## src/rtl/scr1_wb_sram_responder.sv

```systemverilog
// scr1_wb_sram_responder: Wishbone slave fronting a 1-cycle-latency single-port SRAM,
// with programmable ack stall, out-of-window error response and transfer/error counters.
module scr1_wb_sram_responder #(
    parameter int                       SCR1_WB_WIDTH = 32,
    parameter int                       MEM_AW        = 10,
    parameter logic [SCR1_WB_WIDTH-1:0] BASE_ADDR     = '0
) (
    input  logic                     wb_clk,
    input  logic                     wb_rst,
    input  logic                     wbd_stb_i,
    input  logic [SCR1_WB_WIDTH-1:0] wbd_adr_i,
    input  logic                     wbd_we_i,
    input  logic [SCR1_WB_WIDTH-1:0] wbd_dat_i,
    input  logic [3:0]               wbd_sel_i,
    output logic [SCR1_WB_WIDTH-1:0] wbd_dat_o,
    output logic                     wbd_ack_o,
    output logic                     wbd_err_o,
    input  logic [3:0]               stall_cfg_i,
    output logic                     mem_cs_o,
    output logic                     mem_we_o,
    output logic [MEM_AW-1:0]        mem_addr_o,
    output logic [3:0]               mem_wmask_o,
    output logic [SCR1_WB_WIDTH-1:0] mem_wdata_o,
    input  logic [SCR1_WB_WIDTH-1:0] mem_rdata_i,
    output logic [15:0]              xfer_cnt_o,
    output logic [7:0]               err_cnt_o
);
    typedef enum logic [2:0] {IDLE, STALL, ACC, RDAT, ACK, ERR} state_t;
    state_t                     r_state;
    logic [MEM_AW-1:0]          r_idx;
    logic                       r_we;
    logic [SCR1_WB_WIDTH-1:0]   r_dat;
    logic [3:0]                 r_sel;
    logic [3:0]                 r_cnt;
    logic [MEM_AW-1:0]          w_idx;
    logic                       w_we;
    logic [SCR1_WB_WIDTH-1:0]   w_dat;
    logic [3:0]                 w_sel;
    logic                       w_hit;
    logic                       w_go_acc;
    logic                       w_unused;
    // Entering ACC straight from IDLE must use the bus inputs, not yet latched.
    always_comb begin
        w_idx    = r_state == IDLE ? wbd_adr_i[MEM_AW+1:2] : r_idx;
        w_we     = r_state == IDLE ? wbd_we_i : r_we;
        w_dat    = r_state == IDLE ? wbd_dat_i : r_dat;
        w_sel    = r_state == IDLE ? wbd_sel_i : r_sel;
        w_hit    = wbd_adr_i[SCR1_WB_WIDTH-1:MEM_AW+2] == BASE_ADDR[SCR1_WB_WIDTH-1:MEM_AW+2];
        w_go_acc = (r_state == IDLE && wbd_stb_i && w_hit && stall_cfg_i == 4'd0) ||
                   (r_state == STALL && r_cnt == 4'd1);
    end
    assign w_unused = &{1'b0, wbd_adr_i[1:0]};
    always_ff @(posedge wb_clk) begin
        if (wb_rst) begin
            r_state     <= IDLE;
            r_idx       <= '0;
            r_we        <= 1'b0;
            r_dat       <= '0;
            r_sel       <= '0;
            r_cnt       <= '0;
            wbd_dat_o   <= '0;
            wbd_ack_o   <= 1'b0;
            wbd_err_o   <= 1'b0;
            mem_cs_o    <= 1'b0;
            mem_we_o    <= 1'b0;
            mem_addr_o  <= '0;
            mem_wmask_o <= '0;
            mem_wdata_o <= '0;
            xfer_cnt_o  <= '0;
            err_cnt_o   <= '0;
        end else begin
            wbd_ack_o   <= 1'b0;
            wbd_err_o   <= 1'b0;
            mem_cs_o    <= 1'b0;
            mem_we_o    <= 1'b0;
            mem_addr_o  <= '0;
            mem_wmask_o <= '0;
            mem_wdata_o <= '0;
            if (w_go_acc) begin
                r_state <= ACC;
                if (!w_we || w_sel != 4'd0) begin
                    mem_cs_o    <= 1'b1;
                    mem_we_o    <= w_we;
                    mem_addr_o  <= w_idx;
                    mem_wmask_o <= w_sel;
                    mem_wdata_o <= w_dat;
                end
            end
            case (r_state)
                IDLE: if (wbd_stb_i) begin
                    r_idx <= wbd_adr_i[MEM_AW+1:2];
                    r_we  <= wbd_we_i;
                    r_dat <= wbd_dat_i;
                    r_sel <= wbd_sel_i;
                    r_cnt <= stall_cfg_i;
                    if (!w_hit) begin
                        r_state   <= ERR;
                        wbd_err_o <= 1'b1;
                        err_cnt_o <= err_cnt_o == 8'hFF ? err_cnt_o : err_cnt_o + 8'd1;
                    end else if (stall_cfg_i != 4'd0) begin
                        r_state <= STALL;
                    end
                end
                STALL: r_cnt <= r_cnt - 4'd1;
                ACC: begin
                    r_state    <= r_we ? ACK : RDAT;
                    wbd_ack_o  <= r_we;
                    xfer_cnt_o <= r_we ? xfer_cnt_o + 16'd1 : xfer_cnt_o;
                end
                RDAT: begin
                    wbd_dat_o  <= mem_rdata_i;
                    r_state    <= ACK;
                    wbd_ack_o  <= 1'b1;
                    xfer_cnt_o <= xfer_cnt_o + 16'd1;
                end
                default: r_state <= IDLE;
            endcase
        end
    end
endmodule

```

## config.mk

```make
export PLATFORM = sky130hd
export DESIGN_NAME = scr1_wb_sram_responder
export DESIGN_NICKNAME = d
export VERILOG_FILES = /design/src/rtl/scr1_wb_sram_responder.sv
export SDC_FILE = /design/constraint.sdc
export NUM_CORES = 1
export LEC_CHECK = 0
export BUFFER_PORTS_ARGS = -buffer_cell sky130_fd_sc_hd__buf_2
export CAP_MARGIN = 20
export CELL_PAD_IN_SITES_DETAIL_PLACEMENT = 1
export CELL_PAD_IN_SITES_GLOBAL_PLACEMENT = 1
export CORE_MARGIN = 4
export CORE_UTILIZATION = 30
export DETAILED_ROUTE_END_ITERATION = 6
export GPL_ROUTABILITY_DRIVEN = 0
export PLACE_DENSITY = 0.8
export REMOVE_ABC_BUFFERS = 1
export SLEW_MARGIN = 20
export SYNTH_ARGS = -nofsm -noshare
export SYNTH_HDL_FRONTEND = slang
export SYNTH_SLANG_ARGS = --single-unit
```

## constraint.sdc

```tcl
create_clock -name wb_clk -period 1.8 [get_ports wb_clk]
set_input_delay 0.18 -clock wb_clk [delete_from_list [all_inputs] [get_ports wb_clk]]
set_output_delay 0.18 -clock wb_clk [all_outputs]
set_load 0.02 [all_outputs]
```

Word-level counts from Yosys, hierarchy flattened
Cells that the tools add are included.
{ "word_totals": {"regBits": 160, "output_inout_bits": 106, "wordCells": 70} }
{ "classes": {"muxes": 17, "add_sub_neg": 3, "n_bitwise": 6, "n_eq_ne": 7, "n_reduce_logical": 21} }
{ "op_table": {"columns": ["operator", "n"], "rows": [
  ["32-bit 2-to-1 mux", 1],
  ["16-bit case mux with 2 select lines", 1],
  ["20-bit zero test", 1],
  ["16-bit by 1-bit adder with 16-bit output (second input constant)", 1],
  ["16-bit 2-to-1 mux", 1],
  ["3-bit 2-to-1 mux", 5],
  ["3-bit case mux with 4 select lines", 1],
  ["10-bit 2-to-1 mux", 1],
  ["8-bit by 1-bit adder with 8-bit output (second input constant)", 1],
  ["8-bit equality test (second input constant)", 1],
  ["4-bit 2-to-1 mux", 2],
  ["4-bit case mux with 2 select lines", 1],
  ["4-bit nonzero test", 2],
  ["3-bit by 2-bit equality test with 1-bit output (second input constant)", 2],
  ["1-bit NOT", 6],
  ["2-bit AND reduction", 3],
  ["3-bit OR reduction", 2],
  ["4-bit by 1-bit equality test with 1-bit output (second input constant)", 1],
  ["1-bit logical AND", 4],
  ["4-bit zero test", 1],
  ["2-bit != test (second input constant)", 2],
  ["4-bit AND reduction", 1],
  ["2-bit nonzero test", 2],
  ["4-bit by 1-bit subtractor with 4-bit output (second input constant)", 1],
  ["7 further kinds", 10]
]} }

Longest topological paths before layout
{ "logic_depth": {"word_depth": 10, "depth_mapped": 7, "depth_no_buf": 6} }

Least setup slack after synthesis
OpenSTA, ideal clock, no wires.
{ "synth_timing": {"kind": "register -> register", "from": "register r_state[2]", "to": "register mem_addr_o[0]", "arrival_time_ps": 1744, "path_slack_ps": -10, "required_time_ps": 1734, "stages_incl_launch_ff": 8, "cell_sequence": "dfxtp_1 or4b_1 buf_2 nor4_4 o21bai_1 buf_6 buf_6 a21oi_2"} }
{ "synth_via": {"elab_chain_cells": 7, "word_cells_on_any_way": 16, "classes_between": "1 x eq/ne; 3 x mux; 2 x bitwise; 10 x reduce/logical"} }
{ "synth_lines": {"columns": ["item", "line_no", "source"], "rows": [
  ["start, declared", "29", "state_t r_state;"],
  ["start signal, assigned", "106", "r_state <= r_we ? ACK : RDAT;"],
  ["branches (longest 7 deep; another with 4-bit 2-to-1 mux)", null, null],
  ["end signal, assigned", "84", "mem_addr_o <= w_idx;"],
  ["end, declared", "21", "output logic [MEM_AW-1:0] mem_addr_o,"]
]} }
Several ways; the timed one is not identified.
A chain may end at the register's enable or synchronous reset.

Worst setup path after layout
{ "layout_timing": {"from": "register r_state[0]", "to": "register err_cnt_o[2]"} }
{ "layout_via": {"elab_chain_cells": 2} }
{ "layout_lines": {"columns": ["item", "line_no", "source"], "rows": [
  ["3-bit zero test", "89", "case (r_state)"],
  ["4-bit AND reduction (no source line)", null, null],
  ["end signal, assigned", "99", "err_cnt_o <= err_cnt_o == 8'hFF ? err_cnt_o : err_cnt_o + 8'd1;"],
  ["end, declared", "26", "output logic [7:0] err_cnt_o"]
]} }
No other way between the ends.

==> results.json <==
{
  "outcome": "complete, but fails checks",
  "violations": "negative setup slack",
  "top_layer_used": "met4",
  "cts-root-buf": "clkbuf_16",
  "crit_fanout": 3,
  "synth_top_area_cell": "dfxtp_1",
  "fillers": 2428,
  "cts_sinks": 160,
  "hpwl_mm": 13.8,
  "fp.dieH_um": 151,
  "die_w_um": 151,
  "synth_edf_count": 0,
  "hold_violations": 0,
  "crit_path_start_kind": "flop",
  "ys.flop_type": "dfxtp_1",
  "cp_cell_sequence": "or4b_4, buf_6, a41oi_2, o21ai_2, or3_4, a21oi_2",
  "maxClockFrequency_ghz": 0.527,
  "clk_pin_slew_ns": 0.07,
  "critPathSlowestCell": "or4b_4",
  "slowest_delay_ns": 0.58,
  "setup-tns-final_ns": -0.383,
  "final_max_slew_viol_count": 0,
  "post_drt_wl_per_cell_um": 16.9,
  "critPathKind": "flop to flop",
  "drtIter0Drc": 326,
  "slew_headroom": 0.621,
  "clockBufferDepth": 2,
  "start_util": 0.305,
  "worst_slack_ns": -0.0979,
  "synthTopCellsByArea": "dfxtp_1, nand2_1, a21oi_1",
  "htreeDepth": 4,
  "met2_length_mm": 11.2,
  "ir_drop_uv": 493,
  "ant_nets": 0,
  "drive_above_1_share": 0.345,
  "grt_max_degree": 49,
  "grt_usage": 0.188,
  "finalCriticalPeriod_ns": 1.90,
  "layout.cells.non_filler": 1308,
  "first_pass_iters": 4,
  "portBuffers": 211,
  "ys_warn_count": 0,
  "grt_pass1_vias": 6693,
  "rsz0062_at_grt": "true",
  "synth_top_area_frac": 0.520,
  "required_ns": 2.16,
  "drc": 0,
  "fin_nets": 1133,
  "cts_tree": "done",
  "period_share": 1.05,
  "dp.cells": 1218,
  "placed_cell_area_sq_um": 7670,
  "core-area_sq_um": 20200,
  "die-area_sq_um": 22900,
  "cts_made_buffers": 17,
  "num_vias": 6500,
  "netlist_instances": 756,
  "cp-end-kind": "flop",
  "io_pins": 214,
  "syn_to_final_growth_pct": 48.3,
  "drt_wl_total_mm": 22.1,
  "leakagePower_uw": 0.00380,
  "ys_seq_area_frac": 0.520,
  "drt-met1-wl_mm": 9.00,
  "rows": 52,
  "insertion_delay_ns": 0.42,
  "syn_area_per_cell_sq_um": 8.15,
  "antenna_found_initial": 4,
  "grt_remaining_overflow": 0,
  "synth_area_sq_um": 6160,
  "arrival_ns": 2.26,
  "synth-async-reset-ratio": 0,
  "dr_wl_met3_mm": 1.19,
  "setup_viol": 16,
  "fin_area_sq_um": 9140,
  "vias_per_cell": 4.97,
  "ys_ff_latch": 160,
  "tightest_slew_ns": 0.569,
  "ys_types": 41,
  "powerDensity_nw_per_um2": 964,
  "grt_pass1_wl_mm": 34.0,
  "clock_skew_ns": 0.0145,
  "min_path_type": "input pin to flop",
  "max_cap_violations": 0
}
==> synthesized netlist by cell type, types with 2 or more instances <==
cell	n
nand3_1	94
nand4b_1	2
or4_1	5
a21oi_2	20
buf_2	2
buf_6	3
o31ai_1	2
and3_1	2
buf_1	9
nand2_1	179
nor4_1	7
a21oi_1	121
o21ai_0	9
a211oi_1	2
nor2b_1	2
nor3_1	8
o21ai_1	2
xor2_1	5
xnor2_1	10
and2_1	3
clkbuf_1	42
and4_1	2
or3_1	6
ha_1	4
inv_1	7
nand2b_1	3
nand4_1	3
dfxtp_1	160
nor2_1	30
==> worst max-delay path: cells and delay by family (launching register included) <==
family                 cells  cell delay [ns]
AO/OA/AOI/OAI              3             0.41
AND/OR/NAND/NOR            2             0.95
buffers and inverters      1             0.15
flip-flops                 1             0.32
==> cells in the final DEF, fill, tap and decap left out, types with 4 or more instances in the layout <==
cell type      count
nor4_1             7
buf_6              5
o21ai_0            6
nand3_1           94
diode_2            4
or3_1              4
buf_4             33
xor2_1             5
ha_1               4
inv_1              7
a21oi_1           97
or4_1              4
clkbuf_16         19
nor3_1             5
xnor2_1           10
dfxtp_1          157
bufinv_16          4
buf_2            210
a21oi_2           41
nor2_1            30
dlygate4sd3_1     41
buf_12             6
nand2_1          178
==> per-stage QoR <==
stage / worst slack (ns) / hold WS, ns / total power [uW] / utilization
6_report: -0.0979 / 0.0188 / 8810 / 0.452
3_3_place_gp: -0.195 / 0.421 / 4830 / 0.379
2_1_floorplan: -2.35 / 0.249 / 4340 / -
4_1_cts: -0.0449 / 0.000162 / 8870 / 0.443
5_1_grt: -0.150 / 0.00394 / 9210 / 0.452
3_5_place_dp: -0.261 / 0.428 / 4870 / 0.379
==> logic make-up (layout without fill, tap and decap cells) <==
group | count (synthesis) | count (layout) | share of synthesized area
simple gates | 353 | 353 | 0.261
compound gates | 160 | 160 | 0.146
flops | 160 | 160 | 0.520
buf+inv | 63 | 341 | 0.0424
xor+xnor | 15 | 15 | 0.0213
fa+ha+maj | 4 | 4 | 0.00812
mux | 1 | 1 | 0.00162
other cells | 0 | 4 | 0
==> sequential cells by signal, summed over array words and instances, names as in the netlist, 3 cells and up <==
register and count:
mem_wmask_o 4, err_cnt_o 8, mem_addr_o 10, r_idx 10, mem_wdata_o 32, r_cnt 4
xfer_cnt_o 16, r_dat 32, r_state 3, wbd_dat_o 32, r_sel 4
==> timing repair <==
item,4_1_cts,5_1_grt
endpoints found under the setup margin,96,68
cloned,2,2
hold buffers,41,0
pin swaps,4,11
buffers inserted,6,3
gates resized for setup,40,24
hold endpoints to repair,41,0
==> worst paths after layout <==
kind / startpoint / endpoint / slack (ns) / cells past startpoint
hold / removal: wbd_dat_i[25] / r_dat[25] / 0.02 / 3
hold reg to reg: wbd_dat_o[10] / wbd_dat_o[10] / 0.45 / 2
setup / recovery: r_state[0] / err_cnt_o[2] / -0.1 / 6
setup reg to reg: r_state[0] / err_cnt_o[2] / -0.1 / 6
==> metal layers <==
metal | up-vias | track usage
met2 | 201 | 0.325
met5 | - | 0
met1 | 3143 | 0.220
li1 | 3113 | -
met3 | 43 | 0.0467
met4 | 0 | 0.0793
==> where the power goes <==
part	switching (uW)	leakage (uW)	internal (uW)	total, uW
Combinational	726	0.00221	488	1210
Clock	1480	0.000297	2370	3840
Sequential	83.3	0.00130	3670	3750
Total	2290	0.00380	6530	8810
==> area by class of cell <==
type / instances / area (sq um) / share of cell area
well taps: 270 / 338 / 0.0369
clock inverters: 12 / 179 / 0.0196
flip-flops and latches: 160 / 3210 / 0.351
diodes: 4 / 10.0 / 0.00109
repair buffers: 302 / 2040 / 0.223
multi-input cells: 533 / 2900 / 0.317
inverters: 7 / 26.3 / 0.00287
clock buffers: 20 / 447 / 0.0489
Note: power is estimated with default switching activity, not from simulation.
